<file path="src/rtl/servant_bus_pkg.sv">
// Shared definitions for the servant Wishbone bus mux.
// Holds the bus widths, the mux FSM state encoding, the legacy region map and
// a helper that sizes the timeout counter.
package servant_bus_pkg;

    localparam int unsigned WB_AW   = 32;
    localparam int unsigned WB_DW   = 32;
    localparam int unsigned WB_SELW = 4;

    typedef enum logic [1:0] {
        ST_IDLE = 2'd0,
        ST_WAIT = 2'd1,
        ST_DONE = 2'd2
    } bus_state_e;

    // Legacy region indices (top address bits) of the servant SoC
    localparam int unsigned REGION_MEM   = 0;
    localparam int unsigned REGION_GPIO  = 1;
    localparam int unsigned REGION_TIMER = 2;
    localparam int unsigned REGION_ELUKS = 4;
    localparam int unsigned REGION_BOOT  = 5;

    // Counter width able to hold 0..timeout without wrapping
    function automatic int unsigned cnt_width(input int unsigned timeout);
        return (timeout < 1) ? 1 : $clog2(timeout + 1);
    endfunction

endpackage

</file>
<file path="src/rtl/servant_bus_timeout.sv">
// Loadable saturating up-counter with an expiry flag for the bus mux.
// Ports:
//   i_clk, i_rst          clock, synchronous active-high reset
//   i_load, i_load_val    load the counter (has priority over increment)
//   i_inc                 increment; saturates at TIMEOUT
//   o_expired             counter currently equals TIMEOUT-1 (last allowed wait cycle)
module servant_bus_timeout #(
    parameter int unsigned TIMEOUT = 255,
    parameter int unsigned CW      = 8
) (
    input  logic          i_clk,
    input  logic          i_rst,
    input  logic          i_load,
    input  logic [CW-1:0] i_load_val,
    input  logic          i_inc,
    output logic          o_expired
);

    logic [CW-1:0] cnt_q;
    logic [CW-1:0] cnt_d;

    // Next count: load wins, increment stops at TIMEOUT so the counter never wraps
    always_comb begin
        cnt_d = cnt_q;
        if (i_load) begin
            cnt_d = i_load_val;
        end else if (i_inc && (cnt_q != CW'(TIMEOUT))) begin
            cnt_d = cnt_q + CW'(1);
        end
    end

    always_ff @(posedge i_clk) begin
        if (i_rst) begin
            cnt_q <= '0;
        end else begin
            cnt_q <= cnt_d;
        end
    end

    assign o_expired = (cnt_q == CW'(TIMEOUT - 1));

endmodule

</file>
<file path="src/rtl/servant_bus_mux.sv">
// Wishbone address-decoding mux between the servant CPU and NUM_SLAVES slaves.
// The top SEL_BITS address bits select a slave region. Slaves flagged in
// EXT_ACK_MASK produce their own ack (bounded by a TIMEOUT-cycle watchdog);
// the others are acked by the mux one cycle after cyc. Accesses to undecoded
// regions and timeouts complete with an error and latch the faulting address.
// Ports:
//   i_clk, i_rst                    clock, synchronous active-high reset
//   i_wb_cpu_*                      master request (adr, dat, sel, we, cyc)
//   o_wb_cpu_rdt/ack/err            registered response to the master
//   o_wb_s_adr/dat/sel/we           request broadcast to all slaves
//   o_wb_s_cyc                      per-slave cycle strobe
//   i_wb_s_rdt, i_wb_s_ack          per-slave read data (32 bits each) and ack
//   o_err_valid, o_err_adr          sticky error flag and faulting address
//   i_err_clr                       clears o_err_valid
module servant_bus_mux
    import servant_bus_pkg::*;
#(
    parameter int unsigned          NUM_SLAVES   = 6,
    parameter int unsigned          SEL_BITS     = 3,
    parameter logic [NUM_SLAVES-1:0] EXT_ACK_MASK = '0,
    parameter int unsigned          TIMEOUT      = 255
) (
    input  logic                        i_clk,
    input  logic                        i_rst,
    input  logic [WB_AW-1:0]            i_wb_cpu_adr,
    input  logic [WB_DW-1:0]            i_wb_cpu_dat,
    input  logic [WB_SELW-1:0]          i_wb_cpu_sel,
    input  logic                        i_wb_cpu_we,
    input  logic                        i_wb_cpu_cyc,
    output logic [WB_DW-1:0]            o_wb_cpu_rdt,
    output logic                        o_wb_cpu_ack,
    output logic                        o_wb_cpu_err,
    output logic [WB_AW-1:0]            o_wb_s_adr,
    output logic [WB_DW-1:0]            o_wb_s_dat,
    output logic [WB_SELW-1:0]          o_wb_s_sel,
    output logic                        o_wb_s_we,
    output logic [NUM_SLAVES-1:0]       o_wb_s_cyc,
    input  logic [NUM_SLAVES*WB_DW-1:0] i_wb_s_rdt,
    input  logic [NUM_SLAVES-1:0]       i_wb_s_ack,
    output logic                        o_err_valid,
    output logic [WB_AW-1:0]            o_err_adr,
    input  logic                        i_err_clr
);

    localparam int unsigned CW = cnt_width(TIMEOUT);

    bus_state_e       state_q, state_d;
    logic [WB_DW-1:0] rdt_q, rdt_d;
    logic             ack_q, ack_d;
    logic             err_q, err_d;
    logic             err_valid_q, err_valid_d;
    logic [WB_AW-1:0] err_adr_q, err_adr_d;

    logic [SEL_BITS-1:0] idx_c;
    logic                hit_c;
    logic                sel_ext_c;
    logic                sel_ack_c;
    logic [WB_DW-1:0]    sel_rdt_c;
    logic                tmo_load_c;
    logic                tmo_inc_c;
    logic                tmo_expired_c;
    logic                err_event_c;

    assign idx_c = i_wb_cpu_adr[WB_AW-1 -: SEL_BITS];

    // Broadcast request to every slave
    assign o_wb_s_adr = i_wb_cpu_adr;
    assign o_wb_s_dat = i_wb_cpu_dat;
    assign o_wb_s_sel = i_wb_cpu_sel;
    assign o_wb_s_we  = i_wb_cpu_we;

    // Decode the addressed slave; hit_c stays low for regions >= NUM_SLAVES
    always_comb begin
        hit_c      = 1'b0;
        sel_ext_c  = 1'b0;
        sel_ack_c  = 1'b0;
        sel_rdt_c  = '0;
        o_wb_s_cyc = '0;
        for (int k = 0; k < NUM_SLAVES; k++) begin
            if (idx_c == SEL_BITS'(k)) begin
                hit_c         = 1'b1;
                sel_ext_c     = EXT_ACK_MASK[k];
                sel_ack_c     = i_wb_s_ack[k];
                sel_rdt_c     = i_wb_s_rdt[k*WB_DW +: WB_DW];
                o_wb_s_cyc[k] = i_wb_cpu_cyc && (state_q != ST_DONE);
            end
        end
    end

    // Next-state and response logic; the counter is held cleared outside WAIT
    always_comb begin
        state_d     = state_q;
        ack_d       = 1'b0;
        err_d       = 1'b0;
        rdt_d       = rdt_q;
        err_event_c = 1'b0;
        tmo_load_c  = 1'b1;
        tmo_inc_c   = 1'b0;

        case (state_q)
            ST_IDLE: begin
                if (i_wb_cpu_cyc) begin
                    if (!hit_c) begin
                        state_d     = ST_DONE;
                        ack_d       = 1'b1;
                        err_d       = 1'b1;
                        rdt_d       = '0;
                        err_event_c = 1'b1;
                    end else if (!sel_ext_c) begin
                        state_d = ST_DONE;
                        ack_d   = 1'b1;
                        rdt_d   = sel_rdt_c;
                    end else begin
                        state_d = ST_WAIT;
                    end
                end
            end
            ST_WAIT: begin
                tmo_load_c = 1'b0;
                if (!i_wb_cpu_cyc) begin
                    state_d    = ST_IDLE;
                    tmo_load_c = 1'b1;
                end else if (sel_ack_c) begin
                    state_d = ST_DONE;
                    ack_d   = 1'b1;
                    rdt_d   = sel_rdt_c;
                end else if (tmo_expired_c) begin
                    state_d     = ST_DONE;
                    ack_d       = 1'b1;
                    err_d       = 1'b1;
                    rdt_d       = '0;
                    err_event_c = 1'b1;
                end else begin
                    tmo_inc_c = 1'b1;
                end
            end
            ST_DONE: begin
                state_d = ST_IDLE;
            end
            default: begin
                state_d = ST_IDLE;
            end
        endcase
    end

    // Sticky error capture; a new error beats a simultaneous clear
    always_comb begin
        err_valid_d = err_valid_q && !i_err_clr;
        err_adr_d   = err_adr_q;
        if (err_event_c) begin
            err_valid_d = 1'b1;
            err_adr_d   = i_wb_cpu_adr;
        end
    end

    always_ff @(posedge i_clk) begin
        if (i_rst) begin
            state_q     <= ST_IDLE;
            rdt_q       <= '0;
            ack_q       <= 1'b0;
            err_q       <= 1'b0;
            err_valid_q <= 1'b0;
            err_adr_q   <= '0;
        end else begin
            state_q     <= state_d;
            rdt_q       <= rdt_d;
            ack_q       <= ack_d;
            err_q       <= err_d;
            err_valid_q <= err_valid_d;
            err_adr_q   <= err_adr_d;
        end
    end

    servant_bus_timeout #(
        .TIMEOUT (TIMEOUT),
        .CW      (CW)
    ) u_timeout (
        .i_clk      (i_clk),
        .i_rst      (i_rst),
        .i_load     (tmo_load_c),
        .i_load_val ('0),
        .i_inc      (tmo_inc_c),
        .o_expired  (tmo_expired_c)
    );

    assign o_wb_cpu_rdt = rdt_q;
    assign o_wb_cpu_ack = ack_q;
    assign o_wb_cpu_err = err_q;
    assign o_err_valid  = err_valid_q;
    assign o_err_adr    = err_adr_q;

endmodule
</file>
<file path="config.mk">
export PLATFORM = sky130hd
export DESIGN_NAME = servant_bus_mux
export DESIGN_NICKNAME = d
export VERILOG_FILES = /design/src/rtl/servant_bus_pkg.sv /design/src/rtl/servant_bus_timeout.sv /design/src/rtl/servant_bus_mux.sv
export SDC_FILE = /design/constraint.sdc
export NUM_CORES = 1
export LEC_CHECK = 0
export BUFFER_PORTS_ARGS = -buffer_cell sky130_fd_sc_hd__buf_2
export CELL_PAD_IN_SITES_DETAIL_PLACEMENT = 1
export CELL_PAD_IN_SITES_GLOBAL_PLACEMENT = 1
export CORE_AREA = 2 2 162 164
export CTS_CLUSTER_DIAMETER = 100
export CTS_CLUSTER_SIZE = 30
export DETAILED_ROUTE_END_ITERATION = 7
export DIE_AREA = 0 0 164 166
export GPL_TIMING_DRIVEN = 0
export HOLD_SLACK_MARGIN = 0.06
export PLACE_DENSITY_LB_ADDON = 0.1
export SYNTH_ARGS = -nofsm -noshare
export SYNTH_HDL_FRONTEND = slang
export SYNTH_SLANG_ARGS = --single-unit
export TNS_END_PERCENT = 50
</file>
<file path="constraint.sdc">
create_clock -name i_clk -period 1.3 [get_ports i_clk]
set_clock_uncertainty 0.1 [all_clocks]
set_input_delay 0 -clock i_clk [delete_from_list [all_inputs] [get_ports i_clk]]
set_output_delay 0 -clock i_clk [all_outputs]
set_load 0.03 [all_outputs]
</file>
Word level (Yosys, flattened, before mapping)
Index checks and enable logic that the tools add are counted.
- register bits after elaboration: 77
- output and inout bits: 142
- input bits: 271
- word-level logic and storage cells: 83
- reductions and logical operators: 10
- equal/unequal tests: 13
- muxes and demuxes: 52
- $add $sub $neg: 1
- operators by type and width (cell ; number):
    $mux 32 ; 11
    $pmux 32 s2 ; 1
    $mux 1 ; 33
    $add 8x1->8 const B ; 1
    $eq 8x8->1 const B ; 1
    $mux 2 ; 4
    $ne 8x8->1 const B ; 1
    $eq 3x2->1 const B ; 2
    $eq 3x3->1 const B ; 2
    $ne 2x2->1 const B ; 3
    $ne 4x4->1 const B ; 1
    $pmux 1 s2 ; 2
    $pmux 2 s2 ; 1
    $reduce_and 4->1 ; 1
    $eq 3x1->1 const B ; 1
    $logic_and 1x1->1 ; 3
    $logic_not 3->1 ; 1
    $ne 3x3->1 const B ; 1
    $eq 2x1->1 const B ; 1
    $logic_not 2->1 ; 1
    $reduce_and 2->1 ; 1
    $reduce_bool 2->1 ; 1
    $reduce_or 2->1 ; 1
    $logic_not 1->1 ; 1

Longest topological paths before layout
Gate-level depths: netlist of the first run.
- word-level depth: 11
- gate-level depth with buffers: 7
- depth with buffers taken out: 4

Least setup slack after synthesis of the first run
OpenSTA, ideal clock, no wires.
- path type: reg-to-output
- start: reg state_q[1]
- end: out o_wb_s_cyc[4]
- data required time: 1.200 ns
- arrival: 1.561 ns
- buffers on the path: 0
- slack: -0.361 ns
- stages on the path, launching flop included: 3
- path through: dfxtp_1 > nand2b_1 > nor4b_1
- word-level cells in the longest chain between the ends: 3
- ends and longest elaborated chain (item ; line ; source):
    start, declared ; servant_bus_mux.sv:47 ; bus_state_e state_q, state_d;
    start signal, assigned ; servant_bus_mux.sv:165 ; state_q <= state_d;
    $ne 2x2->1 ; servant_bus_mux.sv:85 ; o_wb_s_cyc[k] = i_wb_cpu_cyc && (state_q != ST_DONE);
    $logic_and 1x1->1 ; servant_bus_mux.sv:85 ;
    $mux 1 ; servant_bus_mux.sv:80 ; if (idx_c == SEL_BITS'(k)) begin
    end, declared ; servant_bus_mux.sv:37 ; output logic [NUM_SLAVES-1:0] o_wb_s_cyc,
No other way between the ends.

Final worst setup path of the first run
- start: reg state_q[1]
- end: reg err_adr_q[22], in the netlist o_err_adr[22]
- word-level cells in the longest chain between the ends: 2
- elaborated cells on any way between the ends: 3
- classes of those cells: eq/ne: 1; mux: 1; reduce/logical: 1
- ends and longest elaborated chain (item ; line ; source):
    $eq 2x1->1 / $logic_not 2->1 (equally long branches) ; servant_bus_mux.sv:100 ; case (state_q)
    $pmux 1 s2 (*) ; servant_bus_mux.sv:100 ;
    end signal, assigned ; servant_bus_mux.sv:170 ; err_adr_q <= err_adr_d;
    end, declared ; servant_bus_mux.sv:52 ; logic [WB_AW-1:0] err_adr_q, err_adr_d;
Mark *: on every way between the ends. The rest lies on a longest branch, timed or not.
A chain may end at the register's enable or synchronous reset.

==> impl_results.rst, run 1 <==
.. list-table::
   :header-rows: 1

   * - Metric
     - Value
   * - Critical Path AT
     - 1.51 ns
   * - Master cell of the clock root buffer
     - clkbuf_16
   * - Synth unique cells
     - 32
   * - Footprint of the multi-input gates
     - 0.00275 mm^2
   * - Initial Utilization
     - 19.0%
   * - Clock sink count
     - 68
   * - DPL Wire Length
     - 19.1 mm
   * - Fraction of layout instances using a drive strength above 1
     - 48.7%
   * - HP Start
     - i_wb_cpu_cyc
   * - Die width
     - 164 um
   * - P&R area growth vs syn
     - 86.7%
   * - Residual antenna-violating net count after detailed routing
     - 0
   * - Worst path setup slack after routing
     - -0.113 ns
   * - Antenna violations before repair
     - 1
   * - Clock buffer depth
     - 2
   * - Maximum number of pins on one net before global-route repair
     - 14
   * - CP top delay family
     - simple AND/OR/NAND/NOR gates
   * - Global routing usage summed across all routing layers
     - 17.8%
   * - Core Box Area
     - 0.0256 mm^2
   * - Post-detailed-route wirelength per cell
     - 17.0 um
   * - Reg area
     - 0.00136 mm^2
   * - Mean area per synthesized cell
     - 8.09 um^2
   * - Final worst path period need
     - 1.41 ns
   * - Nets
     - 1382
   * - Number of warnings issued by yosys
     - 0
   * - #FFs+latches synth
     - 68
   * - Worst min-delay path class
     - input port to flop
   * - Io pins
     - 413
   * - Initial detailed-routing violation count
     - 137
   * - Max-cap viol count
     - 0
   * - Launching element type of the critical path
     - flop
   * - Remaining max-slew budget at the tightest pin
     - 58.7%
   * - Category of the most critical setup path
     - flop to flop
   * - Hold Path Cell Cnt
     - 3
   * - Gate Count Post-Synth
     - 600
   * - Outcome
     - finished with violations
   * - Count of buffers from port buffering
     - 368
   * - FF-to-FF setup slack
     - -0.11 ns
   * - Total Neg Setup Slack
     - -4.99 ns
   * - Clk Latency, worst-skew pair
     - 0.33 ns
   * - Leak Pwr
     - 4.27 nW
   * - Height of the chip
     - 166 um
   * - Clk slew on worst S/H paths
     - 0.06 ns
   * - Post-synthesis sequential area ratio
     - 28.0%
   * - Final period utilization
     - 109%
   * - DRC violation count after routing
     - 0
   * - Count of vias placed by the detailed router
     - 6144
   * - GP Congestion
     - 0.755
   * - TritonCTS clock tree
     - yes
   * - FF-to-FF path depth
     - 6
   * - Maximum clock frequency
     - 708 MHz
   * - Vias in the first global route
     - 6750
   * - Die Outline Area
     - 0.0272 mm^2
   * - FP Rows
     - 59
   * - Via-per-instance ratio
     - 4.23
   * - Final setup violation count
     - 68
   * - Worst Max-Slew Pin Slew
     - 0.620 ns
   * - Delay of the slowest cell on the worst path
     - 0.30 ns
   * - Endpoint of the most critical register-to-register path
     - o_err_adr[22]$_SDFFE_PP0P_
   * - Post-Route Hold Slack
     - -0.0687 ns
   * - Terminating pin of the worst hold path
     - o_wb_cpu_ack$_SDFF_PP0_
   * - List of cells traversed by the critical path
     - and2b_4 > buf_12 > nand3_4 > clkbuf_8 > nand2_1 > a21oi_1
   * - Data required time at the worst endpoint
     - 1.40 ns
   * - Fill cell count
     - 3163
   * - Peak supply drop
     - 521 uV
   * - Pre-Repair DR Iteration Count
     - 4
   * - Violations in the final reports
     - negative hold slack, negative setup slack
   * - Post-synthesis instance area
     - 0.00486 mm^2
   * - Final core utilization
     - 35.4%
   * - Startpoint of the most critical register-to-register path
     - state_q[1]$_SDFFE_PP0P_
   * - Total count of max-transition violations in the final report
     - 0
   * - Synthesized netlist net count
     - 871
   * - Max FO, Critical Path
     - 7
   * - Total CTS buffers
     - 9
   * - Combined buffer and inverter count along the critical path
     - 2
   * - Critical Path Slowest Stage Cell
     - dfxtp_1
   * - H-tree level count
     - 3
   * - Remaining global-route overflow
     - 0
   * - Number of hold violations in the final report
     - 1
   * - Routed WL
     - 24.7 mm
   * - Category of the worst setup path capture point
     - flop
   * - Unrepaired setup endpoints after global routing
     - true
   * - First-pass GRT wire length
     - 37.5 mm
   * - Power density over the cells
     - 807 mW/mm^2
-- routing by layer --
metal | up-vias | wire [um] | GRT usage (%)
li1 | 3078 | - | -
met1 | 2820 | 10400 | 21.0
met2 | 229 | 12300 | 32.5
met3 | 17 | 1660 | 4.47
met4 | 0 | 319 | 3.43
met5 | - | 0 | 0
-- cell usage after synthesis --
library cell,number,area share [%]
nand3_1,1,0.10
o21a_1,31,4.8
nor3_1,1,0.10
nand2_1,92,7.1
mux2i_1,32,6.6
and2_1,1,0.13
a32o_1,31,6.4
buf_6,2,0.46
inv_1,1,0.077
and3_1,1,0.13
dfxtp_1,68,28
buf_4,71,11
nor2_1,11,0.85
nand3b_1,31,4.8
o21ai_0,62,6.4
nand2b_1,3,0.39
a211o_1,1,0.18
and2b_1,1,0.15
buf_12,3,1.2
and3b_1,1,0.18
o211ai_2,29,7.5
nor4_1,2,0.26
a21oi_1,34,3.5
o211ai_1,2,0.31
buf_1,2,0.15
and4b_1,1,0.21
nor2b_1,32,4.1
buf_2,18,1.9
clkbuf_1,31,2.4
nor2b_2,1,0.18
nor4b_1,2,0.36
o21ai_1,1,0.10
-- through the flow --
stage	power, W	cells	hold WS [ns]	worst slack [ns]	instance area, um^2
after floorplan	0.00355	600	0.0317	-0.0642	4890
after global placement	0.00437	1303	0.151	-0.735	7150
after detailed placement	0.00438	1303	0.152	-0.741	7150
after CTS	0.00744	1444	-0.0964	-0.136	8910
after global routing	0.00774	1452	-0.0583	-0.191	9070
final	0.00732	1452	-0.0687	-0.113	9070
-- placed cells by master, fill, tap and decap left out, drive strengths merged, types with 32 or more instances in the layout --
master,Yosys,routed
nand2,92,92
clkbuf,31,40
dlygate4sd3,0,124
mux2i,32,32
dfxtp,68,68
o21ai,63,63
buf,96,473
a21oi,34,34
nor2b,33,33
-- final cells by class --
cell class / count / share of cell area, %
Sequential cell: 68 / 15.0
Clock inverter: 6 / 0.800
Tap cell: 335 / 4.62
Buffer: 127 / 10.7
Multi-Input combinational cell: 404 / 30.3
Inverter: 1 / 0.0414
Timing Repair Buffer: 500 / 35.8
Antenna cell: 1 / 0.0276
Clock buffer: 10 / 2.64
-- power breakdown --
group	total [W]	internal (W)	switching, W
combinational	0.00250	0.00121	0.00129
clock	0.00260	0.00156	0.00105
sequential	0.00222	0.00217	0.0000417
-- cells by family (layout without fill, tap and decap cells) --
kind of cell / Yosys count / count (layout) / synth area share (%)
mux: 32 / 32 / 6.60
other cells: 0 / 1 / 0
flops: 68 / 68 / 28.0
buf+inv: 128 / 644 / 17.2
simple gates: 181 / 181 / 19.1
compound gates: 191 / 191 / 29.1
-- how the worst max path moves through the flow --
stage	from	to	slack [ns]	cells after the start
after global placement	state_q[1]$_SDFFE_PP0P_	o_wb_cpu_rdt[7]$_SDFFE_PP0P_	-0.74	4
after detailed placement	state_q[1]$_SDFFE_PP0P_	o_wb_cpu_rdt[2]$_SDFFE_PP0P_	-0.74	4
after floorplan	state_q[1]$_SDFFE_PP0P_	o_wb_cpu_rdt[10]$_SDFFE_PP0P_	-0.06	4
after CTS	state_q[1]$_SDFFE_PP0P_	o_err_adr[11]$_SDFFE_PP0P_	-0.14	6
after global routing	state_q[1]$_SDFFE_PP0P_	o_err_adr[1]$_SDFFE_PP0P_	-0.19	6
final	state_q[1]$_SDFFE_PP0P_	o_err_adr[22]$_SDFFE_PP0P_	-0.11	6
-- what timing repair did --
item	4_1_cts	5_1_grt
buffers inserted	3	0
pin swaps	2	1
endpoints found under the setup margin	71	72
gates resized for setup	54	24
hold buffers	119	5
gates cloned	3	2
endpoints found under the hold margin	63	4
-- worst min-delay path, delay by kind of cell --
kind / cells / cell delay, ns
buf+inv: 1 / 0.11
simple gates: 2 / 0.22
-- state kept, by name, summed over array words and instances (netlist names) --
name / count
o_wb_cpu_rdt: 32
o_err_valid: 1
o_err_adr: 32
o_wb_cpu_ack: 1
o_wb_cpu_err: 1
state_q: 1
No activity file was read; power rests on OpenSTA's default activity.
==> run 2, diff against run 1 <==
Settings changed: REMOVE_ABC_BUFFERS from default to 1.
==> impl_results.rst, run 2 (same netlist as run 1, synthesis figures left out) <==
.. list-table::
   :header-rows: 1

   * - Metric
     - Value
   * - Outcome
     - finished with violations
   * - Violations in the final reports
     - negative setup slack
   * - Met3 GRT Util
     - 4.82%
   * - Data required time at the worst endpoint
     - 1.45 ns
   * - Master cell of the clock root buffer
     - clkbuf_16
   * - Launching element type of the critical path
     - flop
   * - Initial Utilization
     - 19.0%
   * - Finished layout cell area
     - 0.00878 mm^2
   * - Number of hold violations in the final report
     - 0
   * - Count of vias placed by the detailed router
     - 6123
   * - Total count of max-transition violations in the final report
     - 0
   * - Global-route track usage on met1
     - 23.6%
   * - Final period utilization
     - 109%
   * - Clk Latency, worst-skew pair
     - 0.33 ns
   * - First-pass GRT wire length
     - 39.6 mm
   * - Via-per-instance ratio
     - 4.51
   * - Cell Area, Placed
     - 0.00627 mm^2
   * - Final core utilization
     - 34.3%
   * - Remaining global-route overflow
     - 0
   * - Final setup violation count
     - 59
   * - Reg area
     - 0.00136 mm^2
   * - Vias in the first global route
     - 6588
   * - DPL Wire Length
     - 17.9 mm
   * - Maximum number of pins on one net before global-route repair
     - 82
   * - Global routing usage summed across all routing layers
     - 19.4%
   * - Routed WL
     - 27.6 mm
   * - Fill cell count
     - 3100
   * - Maximum clock frequency
     - 708 MHz
   * - Io pins
     - 413
   * - Worst Max-Slew Pin Slew
     - 0.895 ns
   * - TritonCTS clock tree
     - yes
   * - Peak supply drop
     - 401 uV
   * - Clk slew on worst S/H paths
     - 0.06 ns
   * - H-tree level count
     - 3
   * - Leak Pwr
     - 3.90 nW
   * - Commonest cells after routing, fill and taps aside
     - buf_2 (323), dlygate4sd3_1 (163), nand2_1 (83)
   * - Power density over the cells
     - 864 mW/mm^2
   * - Pre-CTS setup slack
     - -1.29 ns
   * - Total CTS buffers
     - 9
   * - Die Outline Area
     - 0.0272 mm^2
   * - Residual antenna-violating net count after detailed routing
     - 0
   * - Category of the most critical setup path
     - flop to flop
   * - Clock sink count
     - 68
   * - Unrepaired setup endpoints after global routing
     - true
   * - Commonest non-fill, non-tap cell in the layout
     - buf_2
   * - Height of the chip
     - 166 um
   * - Remaining max-slew budget at the tightest pin
     - 40.3%
   * - Worst path setup slack after routing
     - -0.112 ns
   * - Category of the worst setup path capture point
     - flop
   * - Max FO, Critical Path
     - 8
   * - Count of buffers from port buffering
     - 332
   * - Footprint of the multi-input gates
     - 0.00292 mm^2
   * - Pre-Repair DR Iteration Count
     - 4
   * - Die width
     - 164 um
   * - Final worst path period need
     - 1.41 ns
   * - Critical Path AT
     - 1.57 ns
   * - Grt peak-use layer
     - met2
   * - Global routing usage on met2
     - 33.0%
   * - Fraction of layout instances using a drive strength above 1
     - 42.9%
   * - Worst min-delay path class
     - input port to flop
   * - Max-cap viol count
     - 0
   * - GP Congestion
     - 0.805
   * - DRC violation count after routing
     - 0
   * - Initial detailed-routing violation count
     - 241
   * - Nets
     - 1281
   * - FP Rows
     - 59
   * - Total power consumption of the routed design
     - 0.00758 W
   * - Post-Route Hold Slack
     - 0.00605 ns
   * - Antenna violations before repair
     - 16
   * - Post-detailed-route wirelength per cell
     - 20.3 um
   * - Core Box Area
     - 0.0256 mm^2
   * - Clock buffer depth
     - 2
   * - P&R area growth vs syn
     - 80.9%
run 2: changes by cell type in the layout (fill, tap and decap cells not counted), sizes merged, moves of 3 or more:
cell and change:
and3 +3, nand3 +3, clkbuf -28, buf -122, diode +8, dlygate4sd3 +39
run 2: through the flow:
step                      TNS, ns  std cells
after global placement    -174.31       1140
after global routing        -6.81       1357
after detailed placement   -63.37       1145
final                       -2.78       1359
after CTS                   -4.12       1340
after floorplan            -31.50        473
run 2: worst paths after layout:
check | depth (start not counted) | slack (ns) | start | endpoint
max | 5 | -0.11 | state_q[1]$_SDFFE_PP0P_ | o_err_adr[6]$_SDFFE_PP0P_
min reg2reg | 2 | 0.35 | o_err_adr[27]$_SDFFE_PP0P_ | o_err_adr[27]$_SDFFE_PP0P_
max reg2reg | 5 | -0.11 | state_q[1]$_SDFFE_PP0P_ | o_err_adr[6]$_SDFFE_PP0P_
min | 4 | 0.006 | i_wb_cpu_cyc | o_wb_cpu_ack$_SDFF_PP0_
run 2: layout make-up:
class	instances	area share [%]
Timing Repair Buffer	517	42.3
Tap cell	335	4.77
Antenna cell	9	0.256
Multi-Input combinational cell	413	33.2
Clock inverter	6	1.28
Clock buffer	10	2.61
Inverter	1	0.0427
Sequential cell	68	15.5
run 2: timing repair:
item                       4_1_cts  5_1_grt
pin swaps                        9        5
setup buffers                    7        8
resized for setup               42       16
setup endpoints to repair       72       71
hold endpoints to repair       100        2
hold buffers                   162        1
gates cloned                    10        1
run 2: where the power goes:
part | internal [W] | switching [W]
Sequential | 0.00217 | 0.0000429
Combinational | 0.00114 | 0.00133
Clock | 0.00188 | 0.00102
run 2: worst max-delay path, stage by stage, from the launching register on:
cell and delay, ns:
dfxtp_2 0.32, and2b_4 0.27, buf_12 0.13, and3_4 0.28, nand2_1 0.08, a21oi_1 0.14
run 2: per-layer routing:
layer / routed length, um / part of all wire (%)
met3: 1720 / 6.2
met4: 612 / 2.2
met5: 0 / 0
met1: 11700 / 42
met2: 13600 / 49
